**config.mk**
```make
export PLATFORM = sky130hd
export DESIGN_NAME = rom_share_arbiter_flat
export DESIGN_NICKNAME = d
export VERILOG_FILES = /design/src/rtl/rom_share_pkg.sv /design/src/rtl/rom_share_arbiter_if.sv /design/src/rtl/rr_arb2.sv /design/src/rtl/rom_share_arbiter.sv /design/src/flat_wrapper.sv
export SDC_FILE = /design/constraint.sdc
export NUM_CORES = 1
export LEC_CHECK = 0
export ABC_AREA = 1
export CORE_AREA = 2 2 61 63
export DETAILED_ROUTE_END_ITERATION = 10
export DIE_AREA = 0 0 63 65
export MAX_ROUTING_LAYER = met4
export PLACE_DENSITY = 0.59
export SLEW_MARGIN = 20
export SYNTH_ARGS = -nofsm -noshare
export SYNTH_HDL_FRONTEND = slang
export SYNTH_SLANG_ARGS = --single-unit
export TNS_END_PERCENT = 10
```
**constraint.sdc**
```tcl
create_clock -name clk -period 2.27 [get_ports clk]
set_input_delay 0.227 -clock clk [delete_from_list [all_inputs] [get_ports clk]]
set_output_delay 0.227 -clock clk [all_outputs]
set_load 0.01 [all_outputs]
```
**src/rtl/rom_share_pkg.sv**
```systemverilog
// Shared definitions for the two-requester ROM port arbiter.
//   state_t    : arbiter FSM state encoding
//   DEF_ADDR_W : default ROM address width
//   DEF_DATA_W : default ROM data width
//   LAT_CNT_W  : width of the read-latency wait counter (holds 1..4)
package rom_share_pkg;

  localparam int DEF_ADDR_W = 3;
  localparam int DEF_DATA_W = 8;
  localparam int LAT_CNT_W  = 3;

  typedef enum logic [1:0] {
    IDLE  = 2'd0,
    ISSUE = 2'd1,
    WAIT  = 2'd2,
    DONE  = 2'd3
  } state_t;

endpackage

```
**src/rtl/rom_share_arbiter_if.sv**
```systemverilog
// Bundle of the requester handshake and the ROM port seen by the arbiter.
//   req0/addr0, req1/addr1 : requester read requests, held until ack
//   ack0/ack1/rdata        : one-cycle completion pulse and captured ROM word
//   busy                   : arbiter is not idle
//   rom_cs/rom_addr        : ROM enable and address
//   rom_dout               : ROM read data
// slave  : arbiter side
// master : client/ROM side
interface rom_share_arbiter_if
  import rom_share_pkg::*;
#(
  parameter int ADDR_W = DEF_ADDR_W,
  parameter int DATA_W = DEF_DATA_W
);

  logic              req0;
  logic [ADDR_W-1:0] addr0;
  logic              req1;
  logic [ADDR_W-1:0] addr1;
  logic              ack0;
  logic              ack1;
  logic [DATA_W-1:0] rdata;
  logic              busy;
  logic              rom_cs;
  logic [ADDR_W-1:0] rom_addr;
  logic [DATA_W-1:0] rom_dout;

  modport slave (
    input  req0, addr0, req1, addr1, rom_dout,
    output ack0, ack1, rdata, busy, rom_cs, rom_addr
  );

  modport master (
    output req0, addr0, req1, addr1, rom_dout,
    input  ack0, ack1, rdata, busy, rom_cs, rom_addr
  );

endinterface

```
**src/rtl/rr_arb2.sv**
```systemverilog
// Two-input round-robin arbiter.
//   clk, rst_n : clock, asynchronous active-low reset
//   req[1:0]   : request vector
//   update     : advance the pointer past the requester named by last
//   last       : index of the requester that was just served
//   gnt[1:0]   : one-hot grant (all zero when nobody requests)
// The pointer names the requester that wins a tie; it resets to 0.
module rr_arb2 (
  input  logic       clk,
  input  logic       rst_n,
  input  logic [1:0] req,
  input  logic       update,
  input  logic       last,
  output logic [1:0] gnt
);

  logic ptr;

  // NOTE: every variable assigned in always_comb gets a default first,
  // so no path leaves it unassigned and no latch is inferred.
  always_comb begin
    gnt = 2'b00;
    if (req == 2'b11) begin
      gnt = ptr ? 2'b10 : 2'b01;
    end else begin
      gnt = req;
    end
  end

  // NOTE: sequential state uses non-blocking assignments so every register
  // samples pre-edge values regardless of statement order.
  always_ff @(posedge clk or negedge rst_n) begin
    if (!rst_n) begin
      ptr <= 1'b0;
    end else if (update) begin
      ptr <= ~last;
    end
  end

endmodule

```
**src/rtl/rom_share_arbiter.sv**
```systemverilog
// Shares one synchronous block ROM port between two requesters.
//   clk, rst_n : clock, asynchronous active-low reset
//   bus        : requester handshake + ROM port (slave modport)
// Parameters: ADDR_W, DATA_W, RD_LAT (ROM read latency, legal 1..4).
// Sequence per read: IDLE (grant) -> ISSUE (cs/addr to ROM) -> WAIT
// (count RD_LAT, capture data) -> DONE (one-cycle ack). With RD_LAT=1 a
// request seen in cycle 0 is acked in cycle 3.
module rom_share_arbiter
  import rom_share_pkg::*;
#(
  parameter int ADDR_W = DEF_ADDR_W,
  parameter int DATA_W = DEF_DATA_W,
  parameter int RD_LAT = 1
) (
  input  logic                clk,
  input  logic                rst_n,
  rom_share_arbiter_if.slave  bus
);

  state_t               state;
  logic                 gnt_q;
  logic [ADDR_W-1:0]    addr_q;
  logic [LAT_CNT_W-1:0] cnt;
  logic [DATA_W-1:0]    rdata_q;
  logic                 cs_q;
  logic                 ack0_q;
  logic                 ack1_q;
  logic                 busy_q;
  logic [1:0]           gnt;

  // The pointer moves to the other requester as the transaction finishes,
  // so two continuous requesters alternate.
  rr_arb2 u_arb (
    .clk    (clk),
    .rst_n  (rst_n),
    .req    ({bus.req1, bus.req0}),
    .update (state == DONE),
    .last   (gnt_q),
    .gnt    (gnt)
  );

  always_ff @(posedge clk or negedge rst_n) begin
    if (!rst_n) begin
      state   <= IDLE;
      gnt_q   <= 1'b0;
      addr_q  <= '0;
      cnt     <= '0;
      rdata_q <= '0;
      cs_q    <= 1'b0;
      ack0_q  <= 1'b0;
      ack1_q  <= 1'b0;
      busy_q  <= 1'b0;
    end else begin
      case (state)
        IDLE: begin
          if (|gnt) begin
            gnt_q  <= gnt[1];
            addr_q <= gnt[1] ? bus.addr1 : bus.addr0;
            cs_q   <= 1'b1;
            busy_q <= 1'b1;
            state  <= ISSUE;
          end
        end
        ISSUE: begin
          cnt   <= LAT_CNT_W'(RD_LAT);
          state <= WAIT;
        end
        WAIT: begin
          // cs stays high while waiting so a pipelined ROM keeps advancing.
          cnt <= cnt - LAT_CNT_W'(1);
          if (cnt == LAT_CNT_W'(1)) begin
            rdata_q <= bus.rom_dout;
            cs_q    <= 1'b0;
            ack0_q  <= ~gnt_q;
            ack1_q  <= gnt_q;
            state   <= DONE;
          end
        end
        DONE: begin
          ack0_q <= 1'b0;
          ack1_q <= 1'b0;
          busy_q <= 1'b0;
          state  <= IDLE;
        end
        default: state <= IDLE;
      endcase
    end
  end

  // The latched address drives the ROM directly; later addr changes from
  // the requester never reach it.
  assign bus.rom_addr = addr_q;
  assign bus.rom_cs   = cs_q;
  assign bus.rdata    = rdata_q;
  assign bus.ack0     = ack0_q;
  assign bus.ack1     = ack1_q;
  assign bus.busy     = busy_q;

endmodule

```
**src/flat_wrapper.sv**
```systemverilog
// flat-port wrapper written by rule: the top's interface ports become plain ports
module rom_share_arbiter_flat import rom_share_pkg::*;
#(
  parameter int ADDR_W = DEF_ADDR_W,
  parameter int DATA_W = DEF_DATA_W,
  parameter int RD_LAT = 1
)
  (clk, rst_n, bus_req0, bus_addr0, bus_req1, bus_addr1, bus_rom_dout, bus_ack0, bus_ack1, bus_rdata, bus_busy, bus_rom_cs, bus_rom_addr);
  rom_share_arbiter_if #(.ADDR_W(ADDR_W), .DATA_W(DATA_W)) bus_i ();
  input  logic clk;
  input  logic rst_n;
  input wire logic [$bits(bus_i.req0)-1:0] bus_req0;
  input wire logic [$bits(bus_i.addr0)-1:0] bus_addr0;
  input wire logic [$bits(bus_i.req1)-1:0] bus_req1;
  input wire logic [$bits(bus_i.addr1)-1:0] bus_addr1;
  input wire logic [$bits(bus_i.rom_dout)-1:0] bus_rom_dout;
  output wire logic [$bits(bus_i.ack0)-1:0] bus_ack0;
  output wire logic [$bits(bus_i.ack1)-1:0] bus_ack1;
  output wire logic [$bits(bus_i.rdata)-1:0] bus_rdata;
  output wire logic [$bits(bus_i.busy)-1:0] bus_busy;
  output wire logic [$bits(bus_i.rom_cs)-1:0] bus_rom_cs;
  output wire logic [$bits(bus_i.rom_addr)-1:0] bus_rom_addr;
  assign bus_i.req0 = bus_req0;
  assign bus_i.addr0 = bus_addr0;
  assign bus_i.req1 = bus_req1;
  assign bus_i.addr1 = bus_addr1;
  assign bus_i.rom_dout = bus_rom_dout;
  assign bus_ack0 = bus_i.ack0;
  assign bus_ack1 = bus_i.ack1;
  assign bus_rdata = bus_i.rdata;
  assign bus_busy = bus_i.busy;
  assign bus_rom_cs = bus_i.rom_cs;
  assign bus_rom_addr = bus_i.rom_addr;
  rom_share_arbiter #(.ADDR_W(ADDR_W), .DATA_W(DATA_W), .RD_LAT(RD_LAT)) u_core (.clk(clk), .rst_n(rst_n), .bus(bus_i));
endmodule
```
==> impl_metrics.prom <==
# TYPE chip_impl_metric gauge
chip_impl_info{name="cpMaxStageDelayCell",value="sky130_fd_sc_hd__dfrtp_1"} 1
chip_impl_metric{name="yosys_warnings",unit=""} 0
chip_impl_metric{name="antenna_found_initial",unit=""} 0
chip_impl_metric{name="cell_area_after_placement",unit="sq um"} 1485
chip_impl_metric{name="postSynthNetCount",unit=""} 153
chip_impl_metric{name="timing.fmax",unit="GHz"} 0.6266
chip_impl_metric{name="grt_pass1_wl",unit="mm"} 3.926
chip_impl_metric{name="post-cts-setup-buffer-count",unit=""} 0
chip_impl_metric{name="area_share_of_and_or_nand_nor_cells_after_synthesis",unit="%"} 31.75
chip_impl_metric{name="postLayoutCellArea",unit="sq um"} 1521
chip_impl_metric{name="tritoncts_num_sinks",unit=""} 22
chip_impl_metric{name="start_util",unit="%"} 31.68
chip_impl_info{name="outcome",value="finished clean"} 1
chip_impl_metric{name="total_gr_overflow",unit=""} 0
chip_impl_metric{name="ys_ff_latch",unit=""} 22
chip_impl_metric{name="synthMuxAreaShare",unit="%"} 0
chip_impl_metric{name="slew_headroom",unit="%"} 81.26
chip_impl_metric{name="finalClockSkew",unit="ns"} 0.002322
chip_impl_metric{name="total_vias_in_the_final_route",unit=""} 913
chip_impl_metric{name="chipWidth",unit="microns"} 63
chip_impl_metric{name="remaining_drc_errors",unit=""} 0
chip_impl_metric{name="drt.antenna.violating_nets",unit=""} 0
chip_impl_metric{name="ioPinCount",unit=""} 33
chip_impl_info{name="setup_repair_after_global_routing_missed_its_margin",value="false"} 1
chip_impl_metric{name="io_buffer_count",unit=""} 32
chip_impl_metric{name="detailedRoute.firstPassIterationCount",unit=""} 4
chip_impl_metric{name="ir_worst_vdd",unit="mV"} 0.2966
chip_impl_info{name="tritoncts",value="yes"} 1
chip_impl_metric{name="area_share_of_the_largest_cell_type_after_synthesis",unit="%"} 49.72
chip_impl_metric{name="nFillCells",unit=""} 365
chip_impl_metric{name="grt_max_degree",unit=""} 23
chip_impl_metric{name="h-tree-depth",unit=""} 1
chip_impl_metric{name="synth.lib_cells_used.distinct",unit=""} 20
chip_impl_metric{name="synthesis.area",unit="sq um"} 1107
chip_impl_metric{name="period_share",unit="%"} 70.30
chip_impl_metric{name="p_comb_share",unit="%"} 53.9
chip_impl_metric{name="layoutNonFillerInstCount",unit=""} 212
chip_impl_metric{name="detail_route.iter0.violations",unit=""} 26
chip_impl_info{name="setup.worst_path.end_class",value="register"} 1
chip_impl_metric{name="dp_hpwl",unit="mm"} 1.702
chip_impl_metric{name="grt.total_usage",unit="%"} 12.34
chip_impl_info{name="setup.worst_path.class",value="reg -> reg"} 1
chip_impl_metric{name="total_switching_power",unit="uW"} 787.3
chip_impl_metric{name="final-hold-violation-count",unit=""} 0
chip_impl_metric{name="postRouteWirelength",unit="mm"} 2.228
chip_impl_metric{name="syn-mean-instance-area",unit="sq um"} 8.584
chip_impl_metric{name="synth_seq_area_share",unit="%"} 49.72
chip_impl_info{name="netlist_top_cells_area",value="sky130_fd_sc_hd__dfrtp_1 50%, sky130_fd_sc_hd__nand2_1 19%, sky130_fd_sc_hd__ha_1 6.8%, sky130_fd_sc_hd__nand2_4 4.1%, sky130_fd_sc_hd__inv_1 3.7%"} 1
chip_impl_metric{name="first_global_vias",unit=""} 894
chip_impl_info{name="min-delay-path-class",value="in -> async"} 1
chip_impl_metric{name="post_synth_xor_area_fraction",unit="%"} 0.7910
chip_impl_metric{name="finalSetupTns",unit="ns"} 0
chip_impl_metric{name="timing.critical_path.arrival",unit="ns"} 1.79
chip_impl_metric{name="power_leakage",unit="uW"} 0.0007554
chip_impl_metric{name="powerDensity",unit="nW/um^2"} 1285
chip_impl_metric{name="critPathMaxStageDelay",unit="ns"} 0.39
chip_impl_metric{name="dieArea",unit="sq um"} 4095
chip_impl_metric{name="fraction_of_layout_instances_using_a_drive_strength_above_1",unit="%"} 10.37
chip_impl_metric{name="endpoint_required_time_on_the_critical_path",unit="ns"} 2.47
chip_impl_metric{name="total_power",unit="uW"} 1955
chip_impl_metric{name="die-height",unit="microns"} 65
chip_impl_metric{name="cts_repair_resize_count",unit=""} 0
chip_impl_metric{name="clk_pin_slew_worst_paths",unit="ns"} 0.12
chip_impl_metric{name="worstPathMaxFanout",unit=""} 12
chip_impl_info{name="netlist.top_cell.by_area",value="sky130_fd_sc_hd__dfrtp_1"} 1
chip_impl_info{name="timing.critical_path.from_type",value="register"} 1
chip_impl_metric{name="hold_buffers",unit=""} 0
chip_impl_metric{name="compound_gate_portion_of_the_synthesized_area",unit="%"} 5.989
chip_impl_metric{name="cp.buffers_inverters",unit=""} 2
chip_impl_metric{name="maxCapViolations",unit=""} 0
chip_impl_metric{name="placementRows",unit=""} 22
chip_impl_metric{name="cts.path.max_buffers",unit=""} 2
chip_impl_metric{name="flow.area_growth_from_synthesis",unit="%"} 37.40
chip_impl_metric{name="antennaDiodeCount",unit=""} 0
chip_impl_metric{name="sequentialPowerShare",unit="%"} 35.2
chip_impl_metric{name="placed_instances",unit=""} 208
chip_impl_metric{name="postLayoutSetupSlackWorst",unit="ns"} 0.6742
chip_impl_metric{name="postSynthCellCount",unit=""} 129
chip_impl_metric{name="core-area",unit="sq um"} 3496
chip_impl_info{name="most-common-layout-cells",value="56 x sky130_fd_sc_hd__nand2_1, 32 x sky130_fd_sc_hd__clkdlybuf4s50_1, 22 x sky130_fd_sc_hd__dfrtp_1"} 1
chip_impl_metric{name="post-place-ws",unit="ns"} 0.6923
chip_impl_metric{name="gp_congestion",unit=""} 0.7611
chip_impl_metric{name="insertion_delay_to_the_later_sink_of_the_worst_skew_pair",unit="ns"} 0.30
chip_impl_metric{name="route.detailed.wl_per_inst",unit="microns"} 10.51
chip_impl_metric{name="setup_violations",unit=""} 0
chip_impl_metric{name="worst_slew_pin_slew",unit="ns"} 0.2811
chip_impl_metric{name="clock_power_share",unit="%"} 10.8
chip_impl_metric{name="pins_over_their_slew_limit",unit=""} 0
chip_impl_metric{name="synth_adder_area_share",unit="%"} 6.780
chip_impl_info{name="clock-root-buffer",value="sky130_fd_sc_hd__clkbuf_4"} 1
chip_impl_metric{name="p_sw_share",unit="%"} 40.27
chip_impl_metric{name="cellInternalPower",unit="uW"} 1168
chip_impl_info{name="timing.critical_path.max_delay_family",value="simple AND/OR/NAND/NOR gates"} 1
chip_impl_metric{name="finalCriticalPeriod",unit="ns"} 1.596
chip_impl_info{name="layout.cells.most_common",value="sky130_fd_sc_hd__nand2_1"} 1
chip_impl_info{name="crit_path_cell_trace",value="inv_1 > ha_1 > nand3_2 > clkinv_1 > nand3_1 > nand2_1"} 1
chip_impl_metric{name="num-nets-final",unit=""} 189
chip_impl_info{name="dominant_combinational_cell_family_by_area_after_synthesis",value="simple AND/OR/NAND/NOR gates"} 1
chip_impl_metric{name="clock_buffer_count_from_cts",unit=""} 3
chip_impl_metric{name="vias_per_cell",unit=""} 4.307
## registers in the layout (all words and copies together), names as in the netlist
register / count
u_core.state: 2
u_core.bus.rom_addr: 3
u_core.bus.ack0: 1
u_core.bus.ack1: 1
u_core.u_arb.ptr: 1
u_core.cnt: 3
u_core.bus.busy: 1
u_core.bus.rdata: 8
u_core.gnt_q: 1
u_core.bus.rom_cs: 1
## final timing paths
check | startpoint | endpoint | slack [ns] | cells past startpoint
worst max-delay path | u_core.state[0] | u_core.bus.ack1 | 0.67 | 6
worst min-delay path | rst_n | u_core.bus.rom_addr[2] | 0.26 | 2
worst max register to register | u_core.state[0] | u_core.bus.ack1 | 0.67 | 6
worst min register to register | u_core.bus.rdata[7] | u_core.bus.rdata[7] | 0.49 | 2
max in group asynchronous | rst_n | u_core.bus.rdata[3] | 1.79 | 2
min in group clk | bus_rom_dout[5] | u_core.bus.rdata[5] | 0.45 | 3
## stage by stage
step           util, %  hold WS, ns
5_1_grt          43.52       0.2697
3_5_place_dp     42.48       0.4649
3_3_place_gp     42.48       0.4621
2_1_floorplan        -     -0.06859
6_report         43.52       0.2616
4_1_cts          43.52       0.2607
## cell type report
cell class	instances	area, sq um	area share, %
inverters	12	45.04	2.961
clock buffers	4	36.28	2.385
multi-input cells	93	501.7	32.98
flip-flops and latches	22	550.5	36.18
well taps	48	60.06	3.947
repair buffers	33	327.8	21.55
## power groups by stage
| stage | clock [uW] | combinational, uW | sequential (uW) |
|---|---|---|---|
| finish | 212 | 1050 | 689 |
| global route | 243 | 1190 | 724 |
| CTS | 223 | 1070 | 690 |
| detailed placement | 0 | 1070 | 697 |
| global placement | 0 | 1040 | 695 |
| floorplan | 0 | 606 | 741 |
## logic make-up after synthesis
kind of cell / Yosys count
flops: 22
simple gates: 75
xor+xnor: 1
compound gates: 11
buf+inv: 14
fa+ha+maj: 6
## synthesized netlist by cell type
cell                       count
sky130_fd_sc_hd__ha_1          6
sky130_fd_sc_hd__or2_2         1
sky130_fd_sc_hd__nand2_4       4
sky130_fd_sc_hd__dfrtp_1      22
sky130_fd_sc_hd__nor2_1        2
sky130_fd_sc_hd__nand3_1       6
sky130_fd_sc_hd__o21ai_0       4
sky130_fd_sc_hd__clkinv_1      1
sky130_fd_sc_hd__a21oi_1       2
sky130_fd_sc_hd__xor2_1        1
sky130_fd_sc_hd__nand3_4       1
sky130_fd_sc_hd__nand2_2       4
sky130_fd_sc_hd__nand3_2       1
sky130_fd_sc_hd__nand2_1      56
sky130_fd_sc_hd__o31ai_1       1
sky130_fd_sc_hd__o21ai_1       1
sky130_fd_sc_hd__a21oi_2       1
sky130_fd_sc_hd__inv_1        11
sky130_fd_sc_hd__buf_2         2
sky130_fd_sc_hd__o211ai_1      2
## layer usage
layer / GRT usage, % / vias up / share of wire [%]
met5: - / - / 0
met2: 19.81 / 24 / 46
met3: 1.910 / 2 / 4.9
met4: 6.667 / 0 / 1.5
met1: 15.01 / 415 / 47
li1: - / 472 / -
## worst reg2reg max path, stage by stage (launching register included)
cell	delay (ns)
sky130_fd_sc_hd__dfrtp_1	0.39
sky130_fd_sc_hd__inv_1	0.09
sky130_fd_sc_hd__ha_1	0.30
sky130_fd_sc_hd__nand3_2	0.25
sky130_fd_sc_hd__clkinv_1	0.28
sky130_fd_sc_hd__nand3_1	0.13
sky130_fd_sc_hd__nand2_1	0.06
(Power assumes the default switching activity.)
